===== src/rtl/logic_accum_pkg.sv =====
// Shared types for the multi-operand logic accumulator: operation codes and FSM states.
package logic_accum_pkg;

   typedef enum logic [1:0] {
      OP_AND  = 2'b00,
      OP_OR   = 2'b01,
      OP_XOR  = 2'b10,
      OP_NAND = 2'b11
   } op_t;

   typedef enum logic [1:0] {
      ST_IDLE = 2'b00,
      ST_ACC  = 2'b01,
      ST_DONE = 2'b10
   } state_t;

endpackage


===== src/rtl/logic_accum_if.sv =====
// Operand stream in, folded result out; both sides are valid/ready.
// A transfer happens on a rising clk edge where valid and ready are both high;
// valid may not depend on ready, and payload is held stable while valid waits for ready.
interface logic_accum_if #(
   parameter int WIDTH   = 32,
   parameter int MAX_OPS = 16
);
   localparam int CW = $clog2(MAX_OPS + 1);

   logic [1:0]       op;
   logic             in_valid;
   logic             in_ready;
   logic [WIDTH-1:0] in_data;
   logic             in_last;
   logic             out_valid;
   logic             out_ready;
   logic [WIDTH-1:0] out_data;
   logic             out_zero;
   logic [CW-1:0]    out_count;
   logic             out_ovf;

   modport slave (
      input  op, in_valid, in_data, in_last, out_ready,
      output in_ready, out_valid, out_data, out_zero, out_count, out_ovf
   );

   modport master (
      output op, in_valid, in_data, in_last, out_ready,
      input  in_ready, out_valid, out_data, out_zero, out_count, out_ovf
   );

endinterface


===== src/rtl/logic_op2.sv =====
// Two-input bitwise operator used for one fold step.
// NAND folds as AND; the top applies the final inversion.
module logic_op2
   import logic_accum_pkg::*;
#(
   parameter int WIDTH = 32
) (
   input  logic [WIDTH-1:0] a,
   input  logic [WIDTH-1:0] b,
   input  op_t              op,
   output logic [WIDTH-1:0] y
);

   always_comb begin
      y = a & b;
      case (op)
         OP_AND:  y = a & b;
         OP_OR:   y = a | b;
         OP_XOR:  y = a ^ b;
         OP_NAND: y = a & b;
         default: y = a & b;
      endcase
   end

endmodule


===== src/rtl/logic_accum.sv =====
// Folds a packet of operand beats with one bitwise op and presents the result
// with zero flag, saturating beat count and overflow flag until it is taken.
module logic_accum
   import logic_accum_pkg::*;
#(
   parameter int WIDTH   = 32,
   parameter int MAX_OPS = 16
) (
   input  logic           clk,
   input  logic           rst,
   logic_accum_if.slave   bus,
   output state_t         state_dbg
);

   localparam int CW = $clog2(MAX_OPS + 1);

   state_t           state, state_nxt;
   logic [WIDTH-1:0] acc;
   logic [WIDTH-1:0] fold_y;
   logic [WIDTH-1:0] result;
   op_t              op_q;
   logic [CW-1:0]    count;
   logic             ovf;
   logic             accept;

   assign accept = bus.in_valid & bus.in_ready;

   logic_op2 #(.WIDTH(WIDTH)) u_op2 (
      .a  (acc),
      .b  (bus.in_data),
      .op (op_q),
      .y  (fold_y)
   );

   always_ff @(posedge clk or posedge rst) begin
      if (rst) state <= ST_IDLE;
      else     state <= state_nxt;
   end

   always_comb begin
      state_nxt = state;
      case (state)
         ST_IDLE: if (accept) state_nxt = bus.in_last ? ST_DONE : ST_ACC;
         ST_ACC:  if (accept && bus.in_last) state_nxt = ST_DONE;
         ST_DONE: if (bus.out_ready) state_nxt = ST_IDLE;
         default: state_nxt = ST_IDLE;
      endcase
   end

   always_comb begin
      bus.in_ready  = (state != ST_DONE);
      bus.out_valid = (state == ST_DONE);
   end

   // The first beat loads acc and latches op; later beats fold with the latched op.
   always_ff @(posedge clk or posedge rst) begin
      if (rst) begin
         acc   <= '0;
         op_q  <= OP_AND;
         count <= '0;
         ovf   <= 1'b0;
      end else begin
         case (state)
            ST_IDLE: begin
               if (accept) begin
                  acc   <= bus.in_data;
                  op_q  <= op_t'(bus.op);
                  count <= CW'(1);
                  ovf   <= 1'b0;
               end
            end
            ST_ACC: begin
               if (accept) begin
                  acc <= fold_y;
                  if (count == CW'(MAX_OPS)) ovf   <= 1'b1;
                  else                       count <= count + CW'(1);
               end
            end
            ST_DONE: begin
               if (bus.out_ready) begin
                  count <= '0;
                  ovf   <= 1'b0;
               end
            end
            default: ;
         endcase
      end
   end

   assign result        = (op_q == OP_NAND) ? ~acc : acc;
   assign bus.out_data  = result;
   assign bus.out_zero  = (result == '0);
   assign bus.out_count = count;
   assign bus.out_ovf   = ovf;
   assign state_dbg     = state;

endmodule


===== src/flat_wrapper.sv =====
// flat-port wrapper written by rule: the top's interface ports become plain ports
module logic_accum_flat import logic_accum_pkg::*;
#(
   parameter int WIDTH   = 32,
   parameter int MAX_OPS = 16
)
  (clk, rst, state_dbg, bus_op, bus_in_valid, bus_in_data, bus_in_last, bus_out_ready, bus_in_ready, bus_out_valid, bus_out_data, bus_out_zero, bus_out_count, bus_out_ovf);
  logic_accum_if #(.WIDTH(WIDTH), .MAX_OPS(MAX_OPS)) bus_i ();
  input  logic clk;
  input  logic rst;
  output state_t state_dbg;
  input wire logic [$bits(bus_i.op)-1:0] bus_op;
  input wire logic [$bits(bus_i.in_valid)-1:0] bus_in_valid;
  input wire logic [$bits(bus_i.in_data)-1:0] bus_in_data;
  input wire logic [$bits(bus_i.in_last)-1:0] bus_in_last;
  input wire logic [$bits(bus_i.out_ready)-1:0] bus_out_ready;
  output wire logic [$bits(bus_i.in_ready)-1:0] bus_in_ready;
  output wire logic [$bits(bus_i.out_valid)-1:0] bus_out_valid;
  output wire logic [$bits(bus_i.out_data)-1:0] bus_out_data;
  output wire logic [$bits(bus_i.out_zero)-1:0] bus_out_zero;
  output wire logic [$bits(bus_i.out_count)-1:0] bus_out_count;
  output wire logic [$bits(bus_i.out_ovf)-1:0] bus_out_ovf;
  assign bus_i.op = bus_op;
  assign bus_i.in_valid = bus_in_valid;
  assign bus_i.in_data = bus_in_data;
  assign bus_i.in_last = bus_in_last;
  assign bus_i.out_ready = bus_out_ready;
  assign bus_in_ready = bus_i.in_ready;
  assign bus_out_valid = bus_i.out_valid;
  assign bus_out_data = bus_i.out_data;
  assign bus_out_zero = bus_i.out_zero;
  assign bus_out_count = bus_i.out_count;
  assign bus_out_ovf = bus_i.out_ovf;
  logic_accum #(.WIDTH(WIDTH), .MAX_OPS(MAX_OPS)) u_core (.clk(clk), .rst(rst), .bus(bus_i), .state_dbg(state_dbg));
endmodule

===== config.mk =====
export PLATFORM = sky130hd
export DESIGN_NAME = logic_accum_flat
export DESIGN_NICKNAME = d
export VERILOG_FILES = /design/src/rtl/logic_accum_pkg.sv /design/src/rtl/logic_accum_if.sv /design/src/rtl/logic_op2.sv /design/src/rtl/logic_accum.sv /design/src/flat_wrapper.sv
export SDC_FILE = /design/constraint.sdc
export NUM_CORES = 1
export LEC_CHECK = 0
export CORE_MARGIN = 1
export CORE_UTILIZATION = 36
export CTS_BUF_LIST = sky130_fd_sc_hd__clkbuf_4
export DETAILED_ROUTE_END_ITERATION = 16
export SLEW_MARGIN = 40
export SYNTH_ARGS = -nofsm -noshare
export SYNTH_HDL_FRONTEND = slang
export SYNTH_SLANG_ARGS = --single-unit

===== constraint.sdc =====
create_clock -name clk -period 1.9 [get_ports clk]
set_input_delay 0.285 -clock clk [delete_from_list [all_inputs] [get_ports clk]]
set_output_delay 0.285 -clock clk [all_outputs]
set_load 0.1 [all_outputs]

==> results.yml, run 1 <==
setup_path:
  critical_path.max_fanout: 8
  timing.critical_path.from: "u_core.op_q[1]$_DFFE_PP0P_"
  setup.worst_path.start_class: "flip-flop"
  cells_along_the_critical_path: "ha_4 -> buf_4 -> mux2i_2 -> nand4_1 -> nor2_4 -> buf_12"
  worstSetupEndpointType: "output pin"
  timing.reg2reg.setup_slack_ps: 10
  worst_path_largest_cell_delay_ps: 410
  path_delay_family: "flip-flops"
  critical_path_cell_count: 6
  endpoint: "bus_out_zero"
  setup.worst_path.class: "flip-flop to output pin"
  r2r_start: "u_core.state_dbg[0]$_DFFE_PP0P_"
  cp_num_buf_inv: 2
  regToRegEndpoint: "u_core.bus.out_count[2]$_DFFE_PP0P_"
  cp.required_ps: 1620
  cp_arrival_ps: 2080
  crit_slowest_cell: "dfrtp_1"
  worst_r2r_path_depth: 6
sta:
  postLayoutSetupSlackWorst_ps: -460
  setup_repair_after_global_routing_missed_its_margin: "yes"
  max_slew.worst_pin.slew_ps: 431
  total_negative_setup_slacks_ps: -6580
  setup-violations-final: 31
  min_period_over_period_pct: 124
  slew_violations: 0
  worst_clock_skew_ps: 8.12
  finalCriticalPeriod_ps: 2360
  fmax_ghz: 0.424
  finalHoldWorstSlack_ps: 220
  finalHoldViolations: 0
  slew-limit-headroom_pct: 71.3
final_layout:
  drive_above_1_share_pct: 33.0
  n_fill_cell: 904
  numnets_final: 726
  layout-area-overhead-vs-synth_pct: 69.1
logic_synthesis:
  synth_seq_cells: 42
  dominantRegCellSynth: "dfrtp_1"
  synth-seq-area-share_pct: 25.0
  syn_avg_cell_area_um2: 8.71
  muxShareOfSynthArea_pct: 9.83
  syn_nets: 595
  synth_simple_gate_area_share_pct: 9.15
  synthArstFlopShare_pct: 100
  synth.cell_area_um2: 4200
  main_combinational_cell_family_by_area_after_synthesis: "adder cells"
  netlist-cell-type-count: 36
  adder_and_majority_cell_fraction_of_the_synthesized_area_pct: 22.1
  post_syn_instances: 482
  post_synthesis_compound_gate_area_fraction_pct: 17.3
  synth_xor_xnor_area_share_pct: 6.67
  synth-edff-count: 0
  synth.yosys.warnings: 0
detailed_routing:
  totalWireLength_mm: 12.2
  route.detailed.wl_per_inst_um: 16.1
  detail_route.first_pass.iterations: 5
  ant_nets: 0
  detailroute.via_count: 3981
  routed_via_density: 5.26
  detail_route.iter0.violations: 204
  drc_errors_left: 0
clocking:
  worstSkewPairLatency_ps: 350
  cts_buffers: 5
  tritoncts_num_sinks: 42
  clock_tree.buffer_depth: 2
  clk_pin_slew_ps: 130
  tritoncts: "done"
  cts_root_buf: "clkbuf_4"
  cts-hold-fix-buffers: 0
  h_tree_level_count: 2
status:
  violated_checks: "negative setup slack"
  status: "complete, but fails checks"
place:
  detailedPlacementHpwl_mm: 8.35
  port_buffers: 81
  place_ws_ps: -91.7
  gp_routability_congestion: 0.813
global_route:
  gr-max-usage-layer: "met2"
  grt_pass1_wl_mm: 18.4
  overflow: 0
  grt_util_met1_pct: 25.0
  global_route.usage.met3_pct: 2.18
  grt_max_degree: 65
  vias_in_the_first_global_route: 3875
  groute.layer.met2.usage_pct: 35.3
  globalRouteTotalUtil_pct: 19.6
  number_of_antenna_violations_at_the_first_check_in_global_routing: 1
floorplanning:
  die-width_um: 110
  die_h_um: 110
  floorplan.core_area_um2: 11400
  rows: 39
  start_util_pct: 36.9
  dieArea_um2: 12100
  floorplan.io_pins: 82
min_path:
  hold_path_class: "input pin to async pin"
run:
  cap_viol_max_count: 0
==> flip-flops by register name (all words and copies together), names as in the netlist <==
register              count
u_core.bus.out_ovf        1
u_core.acc               32
u_core.op_q               2
u_core.bus.out_count      5
u_core.state_dbg          2
==> cell type report <==
| cell class | instances | area (um2) | share of cell area, % |
|---|---|---|---|
| Sequential cell | 42 | 1060 | 14.9 |
| Multi-Input combinational cell | 336 | 3590 | 50.6 |
| Clock buffer | 7 | 52.6 | 0.740 |
| Antenna cell | 1 | 2.50 | 0.0352 |
| Inverter | 74 | 285 | 4.02 |
| Tap cell | 143 | 179 | 2.52 |
| Timing Repair Buffer | 154 | 1930 | 27.2 |
==> layer usage <==
metal	share of wire [%]	routed length, um
met1	43	5260
met4	1.2	150
met5	0	0
met3	3.4	412
met2	52	6340
==> logic make-up (layout without fill, tap and decap cells) <==
family,Yosys count,after routing
DFF,42,42
xor gates and xnor gates,32,32
muxes,41,41
AOI/OAI and AO/OA,113,113
and+or+nand+nor,76,76
adders and majority gates,74,74
other,0,1
buffers and inverters,104,235
==> cell usage in the layout (no fill, tap or decap), drive strengths merged, types with 2 or more instances in the layout <==
master	count
o21ai	5
o31ai	2
o41ai	2
nand3	3
xor2	32
a21oi	66
or4	7
clkbuf	9
mux2i	39
nor2	38
inv	74
buf	114
mux2	2
nand2b	3
a211o	2
ha	74
nand2	6
clkdlybuf4s50	38
nor3	2
a221oi	32
nand4	8
nor2b	3
dfrtp	42
==> worst min path at each step <==
stage                                                   start                                  end  cells past startpoint
after floorplan                                   bus_in_last      u_core.state_dbg[1]$_DFFE_PP0P_                      1
after global placement    u_core.bus.out_count[4]$_DFFE_PP0P_  u_core.bus.out_count[4]$_DFFE_PP0P_                      1
after detailed placement  u_core.bus.out_count[4]$_DFFE_PP0P_  u_core.bus.out_count[4]$_DFFE_PP0P_                      1
after CTS                                                 rst  u_core.bus.out_count[4]$_DFFE_PP0P_                      2
after global routing                                      rst  u_core.bus.out_count[1]$_DFFE_PP0P_                      2
final                                                     rst  u_core.bus.out_count[3]$_DFFE_PP0P_                      2
==> cell usage after synthesis, types with 2 or more instances <==
cell type	number	share of area (%)
ha_1	74	22
inv_1	74	6.6
a21oi_1	66	7.9
dfrtp_1	42	25
mux2i_1	39	9.3
nor2_1	38	3.4
a221oi_1	32	6.7
xor2_1	32	6.7
clkbuf_1	20	1.8
nand4_1	8	1.2
buf_2	7	0.83
or4_1	7	1.3
nand2_1	6	0.54
o21ai_0	5	0.60
nand3_1	3	0.36
nor2b_1	3	0.45
a211o_1	2	0.42
buf_6	2	0.54
mux2_2	2	0.54
nand2b_1	2	0.30
nor3_1	2	0.24
o31ai_1	2	0.36
==> repair_timing <==
action	CTS	global route
endpoints found under the setup margin	32	65
resized for setup	17	46
cloned	0	2
setup buffers	8	5
pin swaps	6	12
==> stage by stage <==
| stage | std cells | util, % | instance area [um2] |
|---|---|---|---|
| floorplan | 482 | - | 4890 |
| global route | 757 | 62.5 | 7100 |
| finish | 757 | 62.5 | 7100 |
| global placement | 736 | 57.7 | 6560 |
| CTS | 751 | 59.5 | 6760 |
| detailed placement | 736 | 57.7 | 6560 |
Power of run 1 is left out: the tool's default activity adds up to more than one toggle a clock period on the data nets, which glitch-free logic cannot reach.
==> inputs of run 2 (changes only) <==
Settings changed: CTS_CLUSTER_DIAMETER set to 50.
==> results of run 2 <==
Same layout as run 1: the final DEF is identical, and so are final timing and power.
Power of run 2 is left out for the same reason.
